==> src/rtl/spi_pkg.sv <==
// spi_pkg: shared types and helpers for the parametrised SPI slave.
//   spi_mode_t         : SPI mode encoding {CPOL, CPHA}
//   mode_cpol/mode_cpha: field extraction from a mode
//   SPI_MIN_SYNC       : lowest legal synchroniser depth
//   bitcnt_w           : bit-counter width for a given word width
package spi_pkg;

  typedef enum logic [1:0] {
    MODE0 = 2'd0,
    MODE1 = 2'd1,
    MODE2 = 2'd2,
    MODE3 = 2'd3
  } spi_mode_t;

  localparam int SPI_MIN_SYNC = 2;

  function automatic logic mode_cpol(spi_mode_t m);
    logic [1:0] b;
    b = m;
    return b[1];
  endfunction

  function automatic logic mode_cpha(spi_mode_t m);
    logic [1:0] b;
    b = m;
    return b[0];
  endfunction

  // Counter indexes bits 0..data_w-1; never narrower than one bit.
  function automatic int bitcnt_w(int data_w);
    return (data_w > 2) ? $clog2(data_w) : 1;
  endfunction

endpackage

==> src/rtl/spi_sync_edge.sv <==
// spi_sync_edge: STAGES-deep synchroniser for an asynchronous pin, followed by
// one edge-detect flop.
//   clk, rst : system clock, synchronous active-high reset
//   d        : asynchronous input
//   q        : synchronised level
//   rise/fall: single-cycle pulses on synchronised transitions
// RST_VAL sets the reset level of every flop so that reset itself never
// manufactures an edge on the chosen idle level.
module spi_sync_edge #(
  parameter int   STAGES  = 2,
  parameter logic RST_VAL = 1'b0
) (
  input  logic clk,
  input  logic rst,
  input  logic d,
  output logic q,
  output logic rise,
  output logic fall
);

  logic [STAGES-1:0] sync;
  logic              prev;

  always_ff @(posedge clk) begin
    if (rst) begin
      sync <= {STAGES{RST_VAL}};
      prev <= RST_VAL;
    end else begin
      sync <= {sync[STAGES-2:0], d};
      prev <= sync[STAGES-1];
    end
  end

  assign q    = sync[STAGES-1];
  assign rise = q & ~prev;
  assign fall = ~q & prev;

endmodule

==> src/rtl/spi_slave_param.sv <==
// spi_slave_param: SPI slave with configurable word width, mode and bit order.
//   clk, rst          : system clock, synchronous active-high reset
//   SCK, SSEL, MOSI   : asynchronous SPI pins (SSEL active low)
//   MISO, miso_oe     : registered slave data out and its tri-state enable
//   tx_data/valid/ready: one-deep holding register feeding the shifter
//   rx_data, rx_valid : last complete word, one-cycle update pulse
//   tx_underrun       : pulse when TX_DEFAULT is loaded for lack of data
//   frame_abort       : pulse when SSEL deasserts mid-word
module spi_slave_param
  import spi_pkg::*;
#(
  parameter int                DATA_W      = 8,
  parameter bit                CPOL        = 1'b0,
  parameter bit                CPHA        = 1'b0,
  parameter bit                LSB_FIRST   = 1'b0,
  parameter int                SYNC_STAGES = 2,
  parameter logic [DATA_W-1:0] TX_DEFAULT  = '1
) (
  input  logic              clk,
  input  logic              rst,
  input  logic              SCK,
  input  logic              SSEL,
  input  logic              MOSI,
  output logic              MISO,
  output logic              miso_oe,
  input  logic [DATA_W-1:0] tx_data,
  input  logic              tx_valid,
  output logic              tx_ready,
  output logic [DATA_W-1:0] rx_data,
  output logic              rx_valid,
  output logic              tx_underrun,
  output logic              frame_abort
);

  localparam spi_mode_t MODE = spi_mode_t'({CPOL, CPHA});
  localparam bit        POL  = mode_cpol(MODE);
  localparam bit        PHA  = mode_cpha(MODE);
  localparam int        BCW  = bitcnt_w(DATA_W);
  localparam int        SS   = (SYNC_STAGES < SPI_MIN_SYNC) ? SPI_MIN_SYNC : SYNC_STAGES;

  // ---- input conditioning ----
  logic sck_q, sck_rise, sck_fall;
  logic ssel_q, ssel_rise, ssel_fall;
  logic [SS-1:0] mosi_sync;
  logic mosi_s;

  spi_sync_edge #(.STAGES(SS), .RST_VAL(POL)) u_sck (
    .clk(clk), .rst(rst), .d(SCK), .q(sck_q), .rise(sck_rise), .fall(sck_fall)
  );

  // Resetting to "selected" means a reset taken while SSEL is held low
  // cannot fake a falling edge; the slave waits for a genuine new frame.
  spi_sync_edge #(.STAGES(SS), .RST_VAL(1'b0)) u_ssel (
    .clk(clk), .rst(rst), .d(SSEL), .q(ssel_q), .rise(ssel_rise), .fall(ssel_fall)
  );

  always_ff @(posedge clk) begin
    if (rst) mosi_sync <= '0;
    else     mosi_sync <= {mosi_sync[SS-2:0], MOSI};
  end
  assign mosi_s = mosi_sync[SS-1];

  // Lead edge leaves the idle level, trail edge returns to it.
  logic sck_edge, lead_edge, trail_edge, sample_edge, shift_edge;
  assign sck_edge    = sck_rise | sck_fall;
  assign lead_edge   = sck_edge & (sck_q != POL);
  assign trail_edge  = sck_edge & (sck_q == POL);
  assign sample_edge = PHA ? trail_edge : lead_edge;
  assign shift_edge  = PHA ? lead_edge  : trail_edge;

  // ---- frame control and receive path ----
  logic             active;
  logic [BCW-1:0]   bitcnt;
  logic [DATA_W-1:0] rx_shift;
  logic             rx_done;    // word complete; publish next cycle
  logic             last_done;  // last bit sampled, its shift edge not yet seen
  logic             last_bit;

  assign last_bit = (bitcnt == BCW'(DATA_W-1));
  assign miso_oe  = active;

  always_ff @(posedge clk) begin
    if (rst) begin
      active      <= 1'b0;
      bitcnt      <= '0;
      rx_shift    <= '0;
      rx_done     <= 1'b0;
      last_done   <= 1'b0;
      rx_data     <= '0;
      rx_valid    <= 1'b0;
      frame_abort <= 1'b0;
    end else begin
      rx_valid    <= rx_done;
      rx_done     <= 1'b0;
      frame_abort <= 1'b0;
      if (rx_done) rx_data <= rx_shift;
      if (ssel_fall) begin
        active    <= 1'b1;
        bitcnt    <= '0;
        last_done <= 1'b0;
      end else if (ssel_q) begin
        active    <= 1'b0;
        bitcnt    <= '0;
        last_done <= 1'b0;
        if (ssel_rise && bitcnt != '0) frame_abort <= 1'b1;
      end else if (active) begin
        if (shift_edge) last_done <= 1'b0;
        if (sample_edge) begin
          rx_shift <= LSB_FIRST ? {mosi_s, rx_shift[DATA_W-1:1]}
                                : {rx_shift[DATA_W-2:0], mosi_s};
          if (last_bit) begin
            bitcnt    <= '0;
            rx_done   <= 1'b1;
            last_done <= 1'b1;
          end else begin
            bitcnt <= bitcnt + BCW'(1);
          end
        end
      end
    end
  end

  // ---- transmit path ----
  logic [DATA_W-1:0] hold, tx_shift;
  logic              hold_full, hold_full_nxt, wr, ld;

  assign wr = tx_valid & tx_ready;

  // CPHA=0 must present bit 0 before the first sampling edge, so it loads at
  // frame start and on the trailing edge that closes each word.
  always_comb begin
    ld = 1'b0;
    if (PHA) ld = active & shift_edge & (bitcnt == '0);
    else     ld = ssel_fall | (active & shift_edge & last_done);
  end

  // The load sees the pre-write state; tx_ready mirrors !hold_full, so a
  // write can only land in an empty register.
  always_comb begin
    hold_full_nxt = hold_full;
    if (ld) hold_full_nxt = 1'b0;
    if (wr) hold_full_nxt = 1'b1;
  end

  always_ff @(posedge clk) begin
    if (rst) begin
      hold        <= '0;
      hold_full   <= 1'b0;
      tx_ready    <= 1'b0;
      tx_shift    <= '0;
      tx_underrun <= 1'b0;
      MISO        <= 1'b0;
    end else begin
      tx_underrun <= 1'b0;
      if (ld) begin
        if (hold_full) begin
          tx_shift <= hold;
        end else begin
          tx_shift    <= TX_DEFAULT;
          tx_underrun <= 1'b1;
        end
      end else if (active && shift_edge) begin
        tx_shift <= LSB_FIRST ? {1'b0, tx_shift[DATA_W-1:1]}
                              : {tx_shift[DATA_W-2:0], 1'b0};
      end
      if (wr) hold <= tx_data;
      hold_full <= hold_full_nxt;
      tx_ready  <= !hold_full_nxt;
      MISO      <= active & (LSB_FIRST ? tx_shift[0] : tx_shift[DATA_W-1]);
    end
  end

endmodule

==> config.mk <==
export PLATFORM = sky130hd
export DESIGN_NAME = spi_slave_param
export DESIGN_NICKNAME = d
export VERILOG_FILES = /design/src/rtl/spi_pkg.sv /design/src/rtl/spi_sync_edge.sv /design/src/rtl/spi_slave_param.sv
export SDC_FILE = /design/constraint.sdc
export NUM_CORES = 1
export LEC_CHECK = 0
export CAP_MARGIN = 20
export CELL_PAD_IN_SITES_DETAIL_PLACEMENT = 1
export CELL_PAD_IN_SITES_GLOBAL_PLACEMENT = 1
export CORE_MARGIN = 2
export CORE_UTILIZATION = 37
export CTS_CLUSTER_SIZE = 12
export DETAILED_ROUTE_END_ITERATION = 8
export GPL_TIMING_DRIVEN = 0
export PLACE_DENSITY = 0.77
export SLEW_MARGIN = 40
export SYNTH_ARGS = -nofsm -noshare
export SYNTH_HDL_FRONTEND = slang
export SYNTH_SLANG_ARGS = --single-unit
==> constraint.sdc <==
create_clock -name clk -period 1.26 [get_ports clk]
set_clock_uncertainty 0.05 [all_clocks]
set_input_delay 0.252 -clock clk [delete_from_list [all_inputs] [get_ports clk]]
set_output_delay 0.252 -clock clk [all_outputs]
set_load 0.01 [all_outputs]
* Yosys cells after proc, flatten, opt, wreduce, memory -nomap -nowiden
Index checks and enable logic that the tools add are counted.
** Storage, ports and cells
- Memory bits (writable) :: 0
- Memories :: 0
- Bits in read-only memories :: 0
- Latch bits :: 0
- Register bits :: 52
** Operators by class
- Bitwise logic cells :: 20
- Order comparisons :: 0
- Div/mod/pow operators :: 0
- Multiplexer cells :: 14
- $add $sub $neg :: 1
- Shift-type cells :: 0
- Eq/ne operators :: 1
- Multiply operators :: 0
- Reductions and logical operators :: 12
** Operator list (count)
- $mux W8 :: 3
- $and A1 B1 Y1 :: 10
- $mux W1 :: 10
- $not A1 Y1 :: 8
- $reduce_or A3 Y1 :: 2
- $reduce_or A5 Y1 :: 1
- $reduce_and A4 Y1 :: 1
- $reduce_bool A2 Y1 :: 2
- $add A3 B1 Y3 const B :: 1
- $eq A3 B3 Y1 const B :: 1
- $mux W3 :: 1
- $reduce_bool A3 Y1 :: 1
- $logic_and A1 B1 Y1 :: 2
- $or A1 B1 Y1 :: 2
- $reduce_and A2 Y1 :: 1
- $reduce_or A2 Y1 :: 1
- $logic_not A1 Y1 :: 1

* Depth between registers and ports, before layout
- Depth in word-level cells :: 10
- Gate-level depth with buffers :: 6
- Gate-level depth less buffers :: 6

* Hierarchy
From an unflattened synthesis, not the netlist that was laid out.
** Second synthesis, totals
- Cells, all modules :: 205
- Area, all modules :: 1951.9 sq um
** Modules (own cells, without submodules)
- spi_slave_param :: times used 1, cells an instance 189, area an instance 1769.2 sq um
- spi_sync_edge :: times used 2, cells an instance 8, area an instance 91.3 sq um

* Least setup slack after synthesis
OpenSTA, ideal clock, no wires.
- Path type :: register -> register
- Start :: register active, in the netlist miso_oe
- End :: register rx_shift[0]
- Slack :: -0.192 ns
- Data required time :: 1.082 ns
- Cell stages (with the launch flop) :: 6
- Arrival :: 1.275 ns
- Buffers on the path :: 1
- Setup time :: 0.128 ns
- Cells stage by stage :: dfxtp_1 -> nand3b_4 -> or3_1 -> buf_6 -> mux2i_1 -> nor2_1
** Between the ends
- Word-level cells in the longest chain between the ends :: 1
** Ends and longest elaborated chain
- start: declaration :: RTL line spi_slave_param.sv:72 : logic active;
- start signal: assignment :: RTL line spi_slave_param.sv:84 : active <= 1'b0;
- start signal: assignment :: RTL line spi_slave_param.sv:98 : active <= 1'b1;
- start signal: assignment :: RTL line spi_slave_param.sv:102 : active <= 1'b0;
- $reduce_and A4 Y1 (no line)
- end signal: assignment :: RTL line spi_slave_param.sv:109 : rx_shift <= LSB_FIRST ? {mosi_s, rx_shift[DATA_W-1:1]}
- end: declaration :: RTL line spi_slave_param.sv:74 : logic [DATA_W-1:0] rx_shift;
Every way passes these cells.
A chain may end at the register's enable or synchronous reset.

* Worst setup path after layout
- Start :: register u_sck.prev
- End :: register rx_shift[0]
** Between the ends
- Word-level cells in the longest chain between the ends :: 5
- Elaborated cells on any way between the ends :: 6
- Classes of those cells :: bitwise (5); reduce/logical (1)
** Ends and longest elaborated chain
- start: declaration :: RTL line spi_sync_edge.sv:22 : logic prev;
- start signal: assignment :: RTL line spi_sync_edge.sv:30 : prev <= sync[STAGES-1];
- $not A1 Y1 :: RTL line spi_sync_edge.sv:35 : assign rise = q & ~prev;
- $and A1 B1 Y1 :: RTL line spi_sync_edge.sv:35
- $or A1 B1 Y1 (*) :: RTL line spi_slave_param.sv:65 : assign sck_edge = sck_rise | sck_fall;
- $and A1 B1 Y1 (*) :: RTL line spi_slave_param.sv:66 : assign lead_edge = sck_edge & (sck_q != POL);
- $reduce_and A4 Y1 (no line) (*)
Every way passes the cells marked *; elsewhere a longest branch is shown, timed or not.

==> results.md <==
* GRT Total Usage at around 16%
* Hold crit path type: register to register
* Total die area at 0.00580 mm²
* DR pass1 iterations at 4
* First-pass GRT wire length at 7.22 mm
* RSZ-0062 raised after global routing: true
* Register area share after synthesis at 54.1%
* Gr ovfl total at 0
* Root Buffer: clkbuf_8
* CP Capture Type: register
* Mapped Avg Cell Area at 9.98 µm²
* Post-layout minimum cycle time at roughly 1300 ps
* Syn Nets at between 200 and 250
* Core Area at 0.00507 mm²
* CTS Buffer Depth at 2
* Most frequent cells in the layout: dfxtp_1 (46), mux2i_1 (25), nor2_1 (25)
* Initial Util at 37.9%
* Design Power at 2.86 mW
* Via density per instance at just under 5
* Slew HR at 63.9%
* Achievable Freq at between 0.7 and 0.8 GHz
* Reg2reg end: rx_shift[0]$_SDFFE_PP0P_
* P per Cell Area at 1140 mW/mm²
* Post-DP HPWL at 2.91 mm
* Hold Slack at between 300 and 400 ps
* Status: complete, but fails checks
* Placed Cells at 289
* Number of I/O port buffers at 26
* WHS Endpoint: mosi_sync[1]$_SDFF_PP0_
* Vias in the first global route at 1,505
* Pleak at approximately 1.1 nW
* CTS Sinks at 52
* Clock buffer count from CTS at 5
* Synth Cell Area at 0.00193 mm²
* Most common cell after layout, fill and taps aside: dfxtp_1
* R2r setup slk at -50 ps
* H-tree Lvls at 2
* I/O pins at 28
* Gpl congestion at 0.723
* Area grow syn2layout at 30.9%
* CTS clock-pin slew for the worst setup and hold paths at 100 ps
* Path depth of the worst reg2reg path at 4
* Hold Fails Final Rpt at 0
* Pre-CTS setup slack at -687 ps
* Post-synth cell types at 24
* Worst Path Class, Setup: register to register
* Vias at approximately 1,500
* Worst hold path depth at 1
* Number of diodes at 0
* Worst path slowest cell: or3_4
* Critical path fanouts, max at 8
* Design area at 0.00252 mm²
* Final Setup Violations at 10
* Failing checks: setup timing
* Worst setup SP type: register
* Worst-path cell chain: nand3b_4, or3_4, mux2i_1, nor2_1
* Finished Layout Cells at around 300
* Slew Limit Fails at 0
* Layout cells sized above 1 at 19.2%
* Hold Path Origin: mosi_sync[0]$_SDFF_PP0_
* Ys Warns at 0
* Fillers at 592
* DIE WIDTH at ~76 µm
* CP arrival at 1480 ps
* Iter 0 DRT Violations at 33
* Final worst slack at -53.9 ps
* Post-DP Area at 0.00228 mm²
* Worst-Skew Late Latency at approximately 310 ps
* WL per Instance at 14.5 µm
* CP max stage delay at ~420 ps
* Die Y at 76.1 µm
* Row count at 26
* Worst r2r src: u_sck.prev$_SDFF_PP0_
* Cell count after synthesis at 193
* DRT antenna net count at 0
* Largest net degree at the start of global routing at 18
* Cts hold-fix bufs at 0
* Routed Wire Length at 4.42 mm
* Fin nets at 250
* CTS tree: built
* Final period util at 104%
* Flops & latches, synth at 52
* Worst VDD drop at around 0.58 mV
* WP data required at 1430 ps
* Antenna violations before repair at 0
* Slew @ Worst Pin at 541 ps
* DRC at 0
* Max capacitance violation total at 0
## layout make-up
class,instances,area [µm²],area share [%]
sequential,52,1050,41.8
timing repair buffer,36,322,12.8
tap,70,87.6,3.47
clock buffer,5,68.8,2.73
inverter,5,18.8,0.744
multi-input combinational,126,901,35.7
clock inverter,3,22.5,0.893
buffer,7,47.5,1.89
## kinds of logic (layout without fill, tap and decap cells)
| group | after synthesis | in the layout | share of synthesized area (%) |
|---|---|---|---|
| AO/OA/AOI/OAI | 22 | 22 | 7.60 |
| multiplexers | 25 | 25 | 13.0 |
| AND/OR/NAND/NOR | 76 | 76 | 20.0 |
| buffers and inverters | 15 | 56 | 3.38 |
| adder cells (fa/ha/maj) | 3 | 3 | 1.95 |
| flip-flops | 52 | 52 | 54.1 |
## repair_timing
item | in CTS | in global routing
endpoints found under the setup margin | 50 | 48
cloned | 1 | 0
setup buffers | 6 | 3
pin swaps | 2 | 8
hold endpoints to repair | 0 | 0
resized for setup | 33 | 27
## critical path: cells and delay by family, from the launching register on
family        cells  cell delay, ps
mux               1             190
flops             1             350
simple gates      3             630
## how the worst max path moves through the flow
stage,start,end,slack [ps],depth (start not counted)
2_1_floorplan,miso_oe$_SDFFE_PP0P_,rx_shift[0]$_SDFFE_PP0P_,-60,5
3_3_place_gp,rst,rx_data[0]$_SDFFE_PP0P_,-630,4
4_1_cts,u_sck.prev$_SDFF_PP0_,rx_shift[0]$_SDFFE_PP0P_,-60,4
5_1_grt,u_sck.prev$_SDFF_PP0_,rx_shift[1]$_SDFFE_PP0P_,-110,4
6_report,u_sck.prev$_SDFF_PP0_,rx_shift[0]$_SDFFE_PP0P_,-50,4
3_5_place_dp,rst,hold_full$_SDFF_PP0_,-690,4
## metrics by stage
stage	utilization (%)	TNS (ps)
after floorplan	-	-476
after global placement	44.9	-20260
after detailed placement	44.9	-20800
after CTS	48.0	-336
after global routing	49.7	-1020
final	49.7	-320
## power breakdown
part / total [mW] / switching (mW) / internal [mW]
sequential: 1.70 / 0.0263 / 1.67
combinational: 0.199 / 0.0977 / 0.101
clock: 0.969 / 0.570 / 0.399
total: 2.86 / 0.694 / 2.17
## state kept, by name, summed over array words and instances (netlist names)
name         cells
u_ssel.prev      1
MISO             1
miso_oe          1
tx_ready         1
rx_done          1
u_ssel.sync      2
bitcnt           3
mosi_sync        2
tx_shift         8
rx_valid         1
frame_abort      1
hold             8
rx_data          8
u_sck.sync       2
u_sck.prev       1
last_done        1
rx_shift         8
hold_full        1
tx_underrun      1
## cells in the mapped netlist
master / number / area, µm²
buf_6: 1 / 11.3
nor3_1: 4 / 20.0
a221o_1: 1 / 10.0
inv_1: 5 / 18.8
a32oi_1: 1 / 8.76
o21ai_0: 1 / 5.00
nor2_1: 26 / 97.6
or3_1: 2 / 12.5
nand2_1: 11 / 41.3
buf_2: 1 / 5.00
nand3_1: 9 / 45.0
nand4b_1: 1 / 8.76
dfxtp_1: 52 / 1040
mux2i_1: 25 / 250
o2bb2ai_1: 7 / 61.3
a31oi_1: 1 / 6.26
a21oi_1: 11 / 55.1
nor2b_1: 11 / 68.8
nand3b_4: 1 / 20.0
clkbuf_1: 8 / 30.0
or2b_1: 1 / 7.51
ha_1: 3 / 37.5
nand3b_1: 1 / 7.51
nand2b_1: 9 / 56.3
## per-layer routing
| layer | global-route usage, % | part of all wire, % |
|---|---|---|
| met5 | 0 | 0 |
| met4 | 6.00 | 1.7 |
| met3 | 4.50 | 4.1 |
| met2 | 28.2 | 51 |
| met1 | 17.8 | 43 |
(Power assumes the default switching activity.)
